[src/rtl/stream_fetch_arbiter.sv]
// Round-robin fetch arbiter: three operand streams share one synchronous-read memory port.
// Optional per-stream stall counters are built when FETCH_STATS_EN is defined.
module stream_fetch_arbiter #(
    parameter int unsigned DATA_WIDTH = 16,
    parameter int unsigned ADDR_WIDTH = 20,
    parameter int unsigned IFM_BASE   = 0,
    parameter int unsigned IFM_LEN    = 154587,
    parameter int unsigned WGT_BASE   = 154587,
    parameter int unsigned WGT_LEN    = 34848,
    parameter int unsigned WGT1_BASE  = 189435,
    parameter int unsigned WGT1_LEN   = 614400
) (
    input  logic                  clk2,
    input  logic                  rst_n,
    input  logic                  start,
    input  logic                  abort,
    input  logic                  req_ifm,
    input  logic                  req_wgt,
    input  logic                  req_wgt1,
    output logic                  gnt_ifm,
    output logic                  gnt_wgt,
    output logic                  gnt_wgt1,
    output logic                  vld_ifm,
    output logic                  vld_wgt,
    output logic                  vld_wgt1,
    output logic [DATA_WIDTH-1:0] rd_data,
    output logic                  wrap_ifm,
    output logic                  wrap_wgt,
    output logic                  wrap_wgt1,
    output logic                  busy,
    output logic                  mem_rd_en,
    output logic [ADDR_WIDTH-1:0] mem_addr,
    input  logic [DATA_WIDTH-1:0] mem_rd_data
`ifdef FETCH_STATS_EN
    ,
    output logic [31:0]           stall_ifm,
    output logic [31:0]           stall_wgt,
    output logic [31:0]           stall_wgt1
`endif
);

    localparam logic [ADDR_WIDTH-1:0] IFM_BASE_A  = ADDR_WIDTH'(IFM_BASE);
    localparam logic [ADDR_WIDTH-1:0] WGT_BASE_A  = ADDR_WIDTH'(WGT_BASE);
    localparam logic [ADDR_WIDTH-1:0] WGT1_BASE_A = ADDR_WIDTH'(WGT1_BASE);
    localparam logic [ADDR_WIDTH-1:0] IFM_LAST    = ADDR_WIDTH'(IFM_LEN - 1);
    localparam logic [ADDR_WIDTH-1:0] WGT_LAST    = ADDR_WIDTH'(WGT_LEN - 1);
    localparam logic [ADDR_WIDTH-1:0] WGT1_LAST   = ADDR_WIDTH'(WGT1_LEN - 1);

    typedef enum logic {
        ST_IDLE = 1'b0,
        ST_RUN  = 1'b1
    } state_t;

    state_t                  state_q;
    state_t                  state_nxt;
    logic                    arb_en;
    logic                    clr_off;
    logic [1:0]              rr_ptr;
    logic [2:0]              req_vec;
    logic [2:0]              gnt_p0;
    logic [2:0]              at_last;
    logic [2:0]              vld_p1;
    logic [2:0]              wrap_p1;
    logic [ADDR_WIDTH-1:0]   off_ifm;
    logic [ADDR_WIDTH-1:0]   off_wgt;
    logic [ADDR_WIDTH-1:0]   off_wgt1;

    function automatic logic [ADDR_WIDTH-1:0] step_off(
        input logic [ADDR_WIDTH-1:0] off,
        input logic [ADDR_WIDTH-1:0] last
    );
        return (off == last) ? '0 : off + ADDR_WIDTH'(1);
    endfunction

    assign req_vec = {req_wgt1, req_wgt, req_ifm};
    assign at_last = {off_wgt1 == WGT1_LAST, off_wgt == WGT_LAST, off_ifm == IFM_LAST};

    // Control: start/abort cycles never grant; abort dominates start.
    always_comb begin
        state_nxt = state_q;
        arb_en    = 1'b0;
        clr_off   = 1'b0;
        case (state_q)
            ST_IDLE: begin
                if (start && !abort) begin
                    state_nxt = ST_RUN;
                    clr_off   = 1'b1;
                end
            end
            ST_RUN: begin
                if (abort) begin
                    state_nxt = ST_IDLE;
                end else if (start) begin
                    clr_off = 1'b1;
                end else begin
                    arb_en = 1'b1;
                end
            end
            default: state_nxt = ST_IDLE;
        endcase
    end

    // Stage p0: round-robin search starting just after the last served stream.
    always_comb begin
        gnt_p0 = 3'b000;
        if (arb_en) begin
            case (rr_ptr)
                2'd0: begin
                    if (req_vec[1])      gnt_p0 = 3'b010;
                    else if (req_vec[2]) gnt_p0 = 3'b100;
                    else if (req_vec[0]) gnt_p0 = 3'b001;
                end
                2'd1: begin
                    if (req_vec[2])      gnt_p0 = 3'b100;
                    else if (req_vec[0]) gnt_p0 = 3'b001;
                    else if (req_vec[1]) gnt_p0 = 3'b010;
                end
                default: begin
                    if (req_vec[0])      gnt_p0 = 3'b001;
                    else if (req_vec[1]) gnt_p0 = 3'b010;
                    else if (req_vec[2]) gnt_p0 = 3'b100;
                end
            endcase
        end
    end

    always_comb begin
        case (gnt_p0)
            3'b001:  mem_addr = IFM_BASE_A + off_ifm;
            3'b010:  mem_addr = WGT_BASE_A + off_wgt;
            3'b100:  mem_addr = WGT1_BASE_A + off_wgt1;
            default: mem_addr = '0;
        endcase
    end

    // Stage p1: grant registered as data-valid, last-word issue registered as wrap.
    always_ff @(posedge clk2 or negedge rst_n) begin
        if (!rst_n) begin
            state_q  <= ST_IDLE;
            rr_ptr   <= 2'd2;
            off_ifm  <= '0;
            off_wgt  <= '0;
            off_wgt1 <= '0;
            vld_p1   <= 3'b000;
            wrap_p1  <= 3'b000;
        end else begin
            state_q <= state_nxt;
            vld_p1  <= gnt_p0;
            wrap_p1 <= gnt_p0 & at_last;
            if (gnt_p0[0]) rr_ptr <= 2'd0;
            if (gnt_p0[1]) rr_ptr <= 2'd1;
            if (gnt_p0[2]) rr_ptr <= 2'd2;
            if (clr_off) begin
                off_ifm  <= '0;
                off_wgt  <= '0;
                off_wgt1 <= '0;
            end else begin
                if (gnt_p0[0]) off_ifm  <= step_off(off_ifm, IFM_LAST);
                if (gnt_p0[1]) off_wgt  <= step_off(off_wgt, WGT_LAST);
                if (gnt_p0[2]) off_wgt1 <= step_off(off_wgt1, WGT1_LAST);
            end
        end
    end

`ifdef FETCH_STATS_EN
    logic [31:0] stall_q [3];

    function automatic logic [31:0] sat_inc(input logic [31:0] cnt);
        return (cnt == 32'hFFFF_FFFF) ? cnt : cnt + 32'd1;
    endfunction

    always_ff @(posedge clk2 or negedge rst_n) begin
        if (!rst_n) begin
            for (int i = 0; i < 3; i++) stall_q[i] <= '0;
        end else if (clr_off) begin
            for (int i = 0; i < 3; i++) stall_q[i] <= '0;
        end else if (state_q == ST_RUN) begin
            for (int i = 0; i < 3; i++) begin
                if (req_vec[i] && !gnt_p0[i]) stall_q[i] <= sat_inc(stall_q[i]);
            end
        end
    end

    assign stall_ifm  = stall_q[0];
    assign stall_wgt  = stall_q[1];
    assign stall_wgt1 = stall_q[2];
`endif

    assign gnt_ifm   = gnt_p0[0];
    assign gnt_wgt   = gnt_p0[1];
    assign gnt_wgt1  = gnt_p0[2];
    assign mem_rd_en = |gnt_p0;
    assign vld_ifm   = vld_p1[0];
    assign vld_wgt   = vld_p1[1];
    assign vld_wgt1  = vld_p1[2];
    assign wrap_ifm  = wrap_p1[0];
    assign wrap_wgt  = wrap_p1[1];
    assign wrap_wgt1 = wrap_p1[2];
    assign busy      = (state_q == ST_RUN);
    assign rd_data   = mem_rd_data;

endmodule

[config.mk]
export PLATFORM = sky130hd
export DESIGN_NAME = stream_fetch_arbiter
export DESIGN_NICKNAME = d
export VERILOG_FILES = /design/src/rtl/stream_fetch_arbiter.sv
export SDC_FILE = /design/constraint.sdc
export NUM_CORES = 1
export LEC_CHECK = 0
export ABC_AREA = 1
export CAP_MARGIN = 20
export CORE_MARGIN = 2
export CORE_UTILIZATION = 40
export CTS_CLUSTER_DIAMETER = 120
export DETAILED_ROUTE_END_ITERATION = 7
export MAX_ROUTING_LAYER = met4
export SYNTH_ARGS = -nofsm -noshare
export SYNTH_HDL_FRONTEND = slang
export SYNTH_SLANG_ARGS = --single-unit
[constraint.sdc]
create_clock -name clk2 -period 2.6 [get_ports clk2]
set_input_delay 0.65 -clock clk2 [delete_from_list [all_inputs] [get_ports clk2]]
set_output_delay 0.65 -clock clk2 [all_outputs]
set_load 0.005 [all_outputs]
==> metrics.yaml <==
ys_ff_latch: 69
cts_root_buffer: "clkbuf_16"
tightestPinTransition_ns: 0.5584
maxCapViolCount: 0
critical_path_class: "reg2out"
grt_antenna_before_repair: 0
synthDistinctLibCells: 41
path_max_fanout: 5
synth_common_cells: "nand2_1 (241), inv_1 (103), nor2_1 (103)"
seqCellArea_um2: 1732
gr-usage-all-layers: 0.2872
via_count: 6879
die_y_um: 124.8
area_growth_pct: 37.40
ctsHoldBuffers: 0
start_util: 0.4060
worstPathArrival_ns: 1.95
drt_wl_total_mm: 21.73
max-vdd-ir-drop_v: 0.0003582
grt_pass1_wl_mm: 34.50
wl_per_cell_um: 17.30
yosys_warnings: 0
multi_input_area_um2: 3809
fin_crit_ns: 2.604
hold_path_class: "in2async"
synth_most_common_cell: "nand2_1"
port_buffers: 37
power_density_nw_per_um2: 420.7
place_inst: 1199
drive_gt1_frac: 0.3088
coreArea_um2: 14370
dpl.hpwl_mm: 16.13
synthCells: 925
cp-end-kind: "output pin"
nets: 1096
avgViaCountPerCell: 5.477
final-setup-viol-count: 1
final-max-slew-violation-count: 0
num_rows: 44
grt_max_degree: 41
gp_congestion: 0.9601
hold_ws_ns: 0.2824
ys_async_sr_fraction: 1.000
yosysTopAreaCell: "dfrtp_1"
critPathLaunchType: "register"
drt_iter0_drc: 694
ant_nets: 0
layout_setup_ws_ns: -0.003874
die_w_um: 124.8
postSynthAreaPerCell_um2: 6.307
clockBufferDepth: 2
grt_overflow: 0
cts_tree: "built"
cts_sinks: 69
synth_area_leaders: "dfrtp_1 (29%), nand2_1 (16%), nand3_1 (8.4%), inv_1 (6.6%), nor2_1 (6.6%)"
outcome: "finished with violations"
drt_first_pass_iters: 5
clk_pin_slew_ns: 0.06
hold_viol: 0
rsz0062_at_grt: "true"
htreeDepth: 3
final_cells: 1256
max_freq_ghz: 0.3840
grt_pass1_vias: 6477
drc: 0
synthFlopType: "dfrtp_1"
leakagePower_nw: 3.832
relSlewSlack: 0.6277
synth_edf_count: 0
synth_area_um2: 5834
violations: "setup timing"
antennaDiodeCount: 0
finalCritPeriodShare: 1.001
n_fill_cell: 1397
ys_seq_area_frac: 0.2962
clk_latency_ns: 0.35
syn_nets: 954
cp.required_ns: 1.95
cts_buffers: 9
fin_skew_ns: 0.007895
synth_top_area_share: 0.2917
ios: 70
dieArea_um2: 15570
==> registers in the layout, indices dropped and copies added (netlist names) <==
register and cells:
off_ifm 20, busy 1, wrap_p1 3, vld_p1 3, rr_ptr 2, off_wgt1 20
off_wgt 20
==> power breakdown <==
group | internal (mW) | switching (mW) | total (mW)
Sequential | 1.15 | 0.0716 | 1.22
Clock | 0.865 | 0.521 | 1.39
Combinational | 0.327 | 0.437 | 0.765
==> area by class of cell <==
cell class | count | area share
clock buffers | 10 | 0.02981
well taps | 184 | 0.02872
inverters | 112 | 0.05478
repair buffers | 179 | 0.1829
flip-flops and latches | 69 | 0.2160
repair inverters | 2 | 0.001873
multi-input cells | 694 | 0.4751
clock inverters | 6 | 0.01077
==> through the flow <==
step / setup WS, ns / area (um^2) / power, mW / setup TNS, ns / util
2_1_floorplan: 0.3381 / 5834 / 1.568 / 0 / -
3_3_place_gp: -0.6903 / 6937 / 1.840 / -15.57 / 0.4828
3_5_place_dp: -0.7012 / 6937 / 1.842 / -16.60 / 0.4828
4_1_cts: 0.001808 / 7759 / 3.309 / 0 / 0.5400
5_1_grt: -0.09317 / 8016 / 3.510 / -0.4670 / 0.5579
6_report: -0.003874 / 8016 / 3.372 / -0.003874 / 0.5579
==> critical path, cell delays in order, from the launching register on <==
cell,delay (ns)
dfrtp_1,0.42
inv_2,0.11
a21oi_4,0.07
nor3_4,0.23
nand2_4,0.11
buf_6,0.14
buf_6,0.13
a21oi_2,0.09
o21ai_1,0.08
nand3_1,0.10
buf_2,0.13
==> cell usage in the layout, fill, tap and decap left out, types with 4 or more instances in the layout <==
cell type and instances:
dfrtp_1 65, a21oi_1 29, o21ai_0 47, clkbuf_16 9, o211ai_1 8, buf_2 14
nand3_1 83, buf_6 16, nor4_1 5, nand2_2 29, nor2_4 14, buf_4 122
clkbuf_2 8, o221ai_1 4, nor3_2 5, ha_1 4, nand4_1 43, nor2_1 86
clkdlybuf4s50_1 7, nand2_4 8, o21ai_1 5, inv_1 89, inv_2 17, xor2_1 12
nor3_1 22, o21ai_2 6, nand3_2 16, nor2_2 23, buf_12 4, nand2_1 215
==> final timing paths <==
check	slack (ns)	to	depth (start not counted)	start
worst max register to register	0.51	off_ifm[8]	12	rr_ptr[1]
worst min-delay path	0.28	off_wgt[10]	1	rst_n
worst max-delay path	-0.004	mem_addr[12]	10	rr_ptr[0]
worst min register to register	0.56	off_ifm[4]	2	off_ifm[4]
min in group clk2	0.56	off_ifm[4]	2	off_ifm[4]
max in group asynchronous	1.66	off_wgt1[8]	2	rst_n
==> metal layers <==
| layer | routed length [um] | global-route usage | vias to the layer above |
|---|---|---|---|
| met5 | 0 | - | - |
| met4 | 769 | 0.1097 | 0 |
| met3 | 1341 | 0.02878 | 53 |
| met2 | 10050 | 0.4455 | 296 |
| met1 | 9565 | 0.3890 | 3204 |
| li1 | - | - | 3326 |
==> kinds of logic after synthesis <==
group,Yosys count,share of synthesized area
AOI/OAI and AO/OA,116,0.1113
xor gates and xnor gates,13,0.01952
and+or+nand+nor,559,0.4334
DFF,69,0.2962
adders and majority gates,6,0.01287
buffers and inverters,162,0.1267
==> repair_timing <==
action	in CTS	in global routing
pin swaps	25	34
gates cloned	3	0
setup buffers	26	12
setup endpoints to repair	24	21
resized for setup	184	69
(Power assumes the default switching activity.)
